File: src/rtl/cnn_test_streamer.sv
// Test-image streamer and result scorer for the CNN accelerator.
// It streams each image from a synchronous pixel ROM into the CNN one pixel
// per clock. The CNN is held in reset between images, which frames each image.
// After an image it captures the CNN decision, or forces 4'hF on timeout,
// scores that decision against the label ROM and counts correct results.
//
// Handshake: none on the pixel side. The CNN takes one pixel every cycle
// that cnn_rst_n is high and cnn_data carries a pixel. The result side has no
// back-pressure: res_valid is high for exactly one cycle per image, and
// res_decision, res_correct and correct_count are stable in that cycle.
module cnn_test_streamer #(
    parameter int IMG_PIXELS = 784,
    parameter int NUM_IMAGES = 1000,
    parameter int ADDR_BITS  = 20,
    parameter int IDX_BITS   = 10,
    parameter int RST_CYCLES = 4,
    parameter int TIMEOUT    = 4096
) (
    input  logic                 clk,
    input  logic                 rst_n,
    input  logic                 start,
    output logic [ADDR_BITS-1:0] pix_addr,
    input  logic [7:0]           pix_rdata,
    output logic [IDX_BITS-1:0]  lbl_addr,
    input  logic [3:0]           lbl_rdata,
    output logic                 cnn_rst_n,
    output logic [7:0]           cnn_data,
    input  logic [3:0]           cnn_decision,
    input  logic                 cnn_finish,
    output logic                 busy,
    output logic                 done,
    output logic [IDX_BITS-1:0]  img_index,
    output logic                 res_valid,
    output logic [3:0]           res_decision,
    output logic                 res_correct,
    output logic [IDX_BITS:0]    correct_count
);

    localparam int PC_W = (IMG_PIXELS > 1) ? $clog2(IMG_PIXELS) : 1;
    localparam int RC_W = (RST_CYCLES > 1) ? $clog2(RST_CYCLES) : 1;
    localparam int TO_W = $clog2(TIMEOUT + 1);

    localparam logic [PC_W-1:0]      PIX_LAST   = PC_W'(IMG_PIXELS - 1);
    localparam logic [RC_W-1:0]      RST_LAST   = RC_W'(RST_CYCLES - 1);
    localparam logic [TO_W-1:0]      TO_LAST    = TO_W'(TIMEOUT - 1);
    localparam logic [ADDR_BITS-1:0] IMG_STRIDE = ADDR_BITS'(IMG_PIXELS);
    localparam logic [IDX_BITS-1:0]  IDX_LAST   = IDX_BITS'(NUM_IMAGES - 1);

    typedef enum logic [2:0] {
        S_IDLE,
        S_CNN_RST,
        S_STREAM,
        S_WAIT,
        S_SCORE,
        S_DONE
    } state_t;

    // The state register is named so that checkers can bind to it.
    state_t                 state;
    logic [ADDR_BITS-1:0]   base;      // first pixel address of the current image
    logic [RC_W-1:0]        rst_cnt;
    logic [PC_W-1:0]        pix_cnt;
    logic [TO_W-1:0]        to_cnt;
    logic                   captured;  // a finish pulse has been seen for this image
    logic [3:0]             cap_dec;

    logic                   wait_hit;
    logic                   wait_miss;
    logic [3:0]             wait_dec;

    // The pixel is passed straight through while streaming and is zero at all other times.
    assign cnn_data = (state == S_STREAM) ? pix_rdata : 8'h00;

    // Decide how WAIT ends: an earlier capture wins, then a finish in this cycle, then the timeout.
    always_comb begin
        wait_hit  = 1'b0;
        wait_miss = 1'b0;
        wait_dec  = 4'hF;
        if (captured) begin
            wait_hit = 1'b1;
            wait_dec = cap_dec;
        end else if (cnn_finish) begin
            wait_hit = 1'b1;
            wait_dec = cnn_decision;
        end else if (to_cnt == TO_LAST) begin
            wait_hit  = 1'b1;
            wait_miss = 1'b1;
        end
    end

    // Run-control FSM with registered outputs.
    always_ff @(posedge clk or negedge rst_n) begin
        if (!rst_n) begin
            state         <= S_IDLE;
            base          <= '0;
            rst_cnt       <= '0;
            pix_cnt       <= '0;
            to_cnt        <= '0;
            captured      <= 1'b0;
            cap_dec       <= 4'h0;
            pix_addr      <= '0;
            lbl_addr      <= '0;
            cnn_rst_n     <= 1'b0;
            busy          <= 1'b0;
            done          <= 1'b0;
            img_index     <= '0;
            res_valid     <= 1'b0;
            res_decision  <= 4'h0;
            res_correct   <= 1'b0;
            correct_count <= '0;
        end else begin
            res_valid <= 1'b0;
            case (state)
                S_IDLE, S_DONE: begin
                    if (start) begin
                        state         <= S_CNN_RST;
                        busy          <= 1'b1;
                        done          <= 1'b0;
                        correct_count <= '0;
                        img_index     <= '0;
                        lbl_addr      <= '0;
                        base          <= '0;
                        pix_addr      <= '0;
                        rst_cnt       <= '0;
                        cnn_rst_n     <= 1'b0;
                    end
                end
                S_CNN_RST: begin
                    // pix_addr has held the image base since entry, so the ROM
                    // already has pixel 0 when streaming begins.
                    if (rst_cnt == RST_LAST) begin
                        state     <= S_STREAM;
                        cnn_rst_n <= 1'b1;
                        pix_addr  <= pix_addr + ADDR_BITS'(1);
                        pix_cnt   <= '0;
                        captured  <= 1'b0;
                    end else begin
                        rst_cnt <= rst_cnt + RC_W'(1);
                    end
                end
                S_STREAM: begin
                    if (cnn_finish && !captured) begin
                        captured <= 1'b1;
                        cap_dec  <= cnn_decision;
                    end
                    if (pix_cnt == PIX_LAST) begin
                        state  <= S_WAIT;
                        to_cnt <= '0;
                    end else begin
                        pix_cnt  <= pix_cnt + PC_W'(1);
                        pix_addr <= pix_addr + ADDR_BITS'(1);
                    end
                end
                S_WAIT: begin
                    if (wait_hit) begin
                        state        <= S_SCORE;
                        captured     <= 1'b1;
                        res_valid    <= 1'b1;
                        res_decision <= wait_dec;
                        res_correct  <= !wait_miss && (wait_dec == lbl_rdata);
                        if (!wait_miss && (wait_dec == lbl_rdata)) begin
                            correct_count <= correct_count + (IDX_BITS + 1)'(1);
                        end
                    end else begin
                        to_cnt <= to_cnt + TO_W'(1);
                    end
                end
                S_SCORE: begin
                    if (img_index == IDX_LAST) begin
                        state     <= S_DONE;
                        busy      <= 1'b0;
                        done      <= 1'b1;
                        cnn_rst_n <= 1'b0;
                    end else begin
                        state     <= S_CNN_RST;
                        img_index <= img_index + IDX_BITS'(1);
                        lbl_addr  <= img_index + IDX_BITS'(1);
                        base      <= base + IMG_STRIDE;
                        pix_addr  <= base + IMG_STRIDE;
                        rst_cnt   <= '0;
                        cnn_rst_n <= 1'b0;
                    end
                end
                default: state <= S_IDLE;
            endcase
        end
    end

endmodule
File: config.mk
export PLATFORM = sky130hd
export DESIGN_NAME = cnn_test_streamer
export DESIGN_NICKNAME = d
export VERILOG_FILES = /design/src/rtl/cnn_test_streamer.sv
export SDC_FILE = /design/constraint.sdc
export NUM_CORES = 1
export LEC_CHECK = 0
export CORE_MARGIN = 10
export CORE_UTILIZATION = 55
export CTS_CLUSTER_SIZE = 16
export DETAILED_ROUTE_END_ITERATION = 8
export GPL_TIMING_DRIVEN = 0
export PLACE_DENSITY = 0.91
export SLEW_MARGIN = 20
export SYNTH_ARGS = -nofsm -noshare
export SYNTH_HDL_FRONTEND = slang
export SYNTH_SLANG_ARGS = --single-unit
File: constraint.sdc
create_clock -name clk -period 2.69 [get_ports clk]
set_clock_uncertainty 0.05 [all_clocks]
set_input_delay 0.538 -clock clk [delete_from_list [all_inputs] [get_ports clk]]
set_output_delay 0.538 -clock clk [all_outputs]
set_load 0.01 [all_outputs]
==> out/metrics.yaml <==
yosys_warnings: 0
syn_area_sq_um: 5740
cp-start-kind: "register"
cts-htree-levels: 3
clkSlewWorstSetupHoldPaths_ns: 0.09
report.final.slew_viol_count: 0
die_h_um: 122
fin_crit_ns: 2.58
clkSinkCount: 99
drt_first_pass_iters: 5
via_count: 5528
rows: 37
layout_common_cells: "dfrtp_1 (99), clkdlybuf4s50_1 (85), o21ai_0 (68)"
final_util_pct: 69.6
async_flop_share_pct: 100
wl_per_cell_um: 18.3
grt_pass1_vias: 5308
worst_r2r_path_depth: 7
fin_crit_sh_pct: 96.0
hp-class: "register to register"
finalHoldViolCount: 0
p_per_area_nw_per_um2: 430
grt_overflow: 0
syn_inst: 642
via_per_inst: 6.27
ff2ff_setup_slack_ns: 0.17
routabilityCongestion: 0.946
drv_cap: 0
reg2reg_from: "state[0]"
endpoint: "cnn_data[7]"
slew_headroom_pct: 31.7
crit_fanout: 11
hpwl_mm: 11.9
p_leak_nw: 2.85
critPathRequiredTime_ns: 2.10
grt_max_degree: 64
finalSetupViolations: 0
cp.arrival_ns: 1.99
tightestPinTransition_ns: 1.02
cts_buffers: 9
die-area_sq_um: 14900
final_antenna_net_count: 0
ys_ff_latch: 99
status: "completed"
ys_seq_area_share_pct: 43.1
antenna_found_initial: 0
cts_tree: "yes"
critPathKind: "register to output port"
wirelength_mm: 16.2
final_common_cell: "dfrtp_1"
drt_iter0_markers: 502
track_usage_pct: 21.4
worstSetupStartpoint: "state[1]"
io_buffer_count: 87
start_util_pct: 56.1
whs_path_depth: 2
io_pins: 88
die_x_um: 122
clk_latency_ns: 0.38
drive_gt1_share_pct: 9.12
cp-end-kind: "output port"
synthesis.nets: 669
p_total_mw: 3.06
area_growth_pct: 24.1
max-vdd-ir-drop_mv: 0.302
synth_ff_type: "dfrtp_1"
grt_pass1_wl_mm: 26.3
cts_root_buffer: "clkbuf_8"
synth_edf_count: 0
clock_path_buffers: 2
core_sq_um: 10200
final_nets: 768
num_antenna_cells: 0
drc: 0
synth_cell_types: 69
max_freq_ghz: 0.387
syn_avg_cell_area_sq_um: 8.95
r2r_end: "pix_addr[19]"
## worst min path at each step
stage	startpoint	to	slack, ns
2_1_floorplan	rst_n	base[10]	0.19
3_3_place_gp	rst_cnt[0]	rst_cnt[0]	0.41
3_5_place_dp	rst_n	correct_count[4]	0.41
4_1_cts	res_decision[3]	res_decision[3]	0.44
5_1_grt	res_decision[3]	res_decision[3]	0.46
6_report	res_decision[3]	res_decision[3]	0.44
## repair_timing
item                       CTS  global route
buffers inserted             0             0
gates cloned                 0             0
hold endpoints to repair     2             0
hold buffers                 1             0
setup endpoints to repair   33            47
resized for setup            8            17
## Yosys cell counts (all sizes together) (6+ instances only)
cell	instances	area (sq um)
dfrtp	99	2480
nor3	15	75.1
buf	14	100
nand2b	8	50.1
a31oi	6	37.5
nand3	27	135
ha	7	87.6
a21oi	25	125
nand2	62	233
xor2	16	140
nor2b	9	63.8
mux2	8	90.1
and3	18	113
inv	16	60.1
and2	15	93.8
o21ai	69	345
xnor2	13	114
nor4	18	113
o31ai	8	60.1
nand4	14	87.6
mux2i	7	70.1
nor2	52	195
a221o	6	60.1
clkbuf	25	93.8
## critical path: stages (launching register included)
cell and delay (ns):
dfrtp_1 0.40, clkbuf_2 0.25, and3_4 0.28, and2_1 0.15
clkdlybuf4s50_1 0.54
## sequential cells by signal, summed over array words and instances, names as in the netlist, 2 cells and up
signal         cells
pix_cnt           10
correct_count     11
base              16
to_cnt            13
res_decision       4
state              3
rst_cnt            2
img_index         10
pix_addr          20
cap_dec            4
## layout make-up
cell class / count / area (sq um)
buffer: 38 / 195
tap: 136 / 170
clock buffer: 9 / 124
clock inverter: 7 / 101
inverter: 16 / 60.1
fill: 793 / 3110
multi-input combinational: 488 / 3090
timing repair buffer: 89 / 912
sequential: 99 / 2480
## cells by family (layout without fill, tap and decap cells)
kind of cell,Yosys count,in the layout,share of synthesized area [%]
AO/OA/AOI/OAI,174,174,19.9
XOR/XNOR,29,29,4.42
adder cells (fa/ha/maj),7,7,1.52
buffers and inverters,55,159,4.42
flip-flops,99,99,43.1
multiplexers,15,15,2.79
AND/OR/NAND/NOR,263,263,23.8
## where the power goes
| part | switching (mW) | total (mW) | internal (mW) |
|---|---|---|---|
| logic | 0.189 | 0.368 | 0.179 |
| clock network | 0.557 | 1.09 | 0.530 |
| registers | 0.0673 | 1.61 | 1.54 |
## metal layers
layer	GRT usage, %	part of all wire [%]	vias to the layer above	routed length (um)
li1	-	-	2563	-
met1	27.1	42	2695	6820
met2	34.4	48	230	7830
met3	5.04	7.0	40	1130
met4	8.91	2.4	0	395
met5	0	0	-	0
## per-stage QoR
step           hold WS (ns)  instance area, sq um  setup TNS (ns)  worst slack, ns  std cells
2_1_floorplan         0.192                  5740               0            0.406        642
4_1_cts               0.442                  7070               0           0.0172        882
6_report              0.436                  7130               0            0.108        882
5_1_grt               0.459                  7130        -0.00221         -0.00221        882
3_3_place_gp          0.411                  6780         -269.73            -2.62        865
3_5_place_dp          0.410                  6810          -12.59           -0.577        866
No activity file was read; power rests on OpenSTA's default activity.
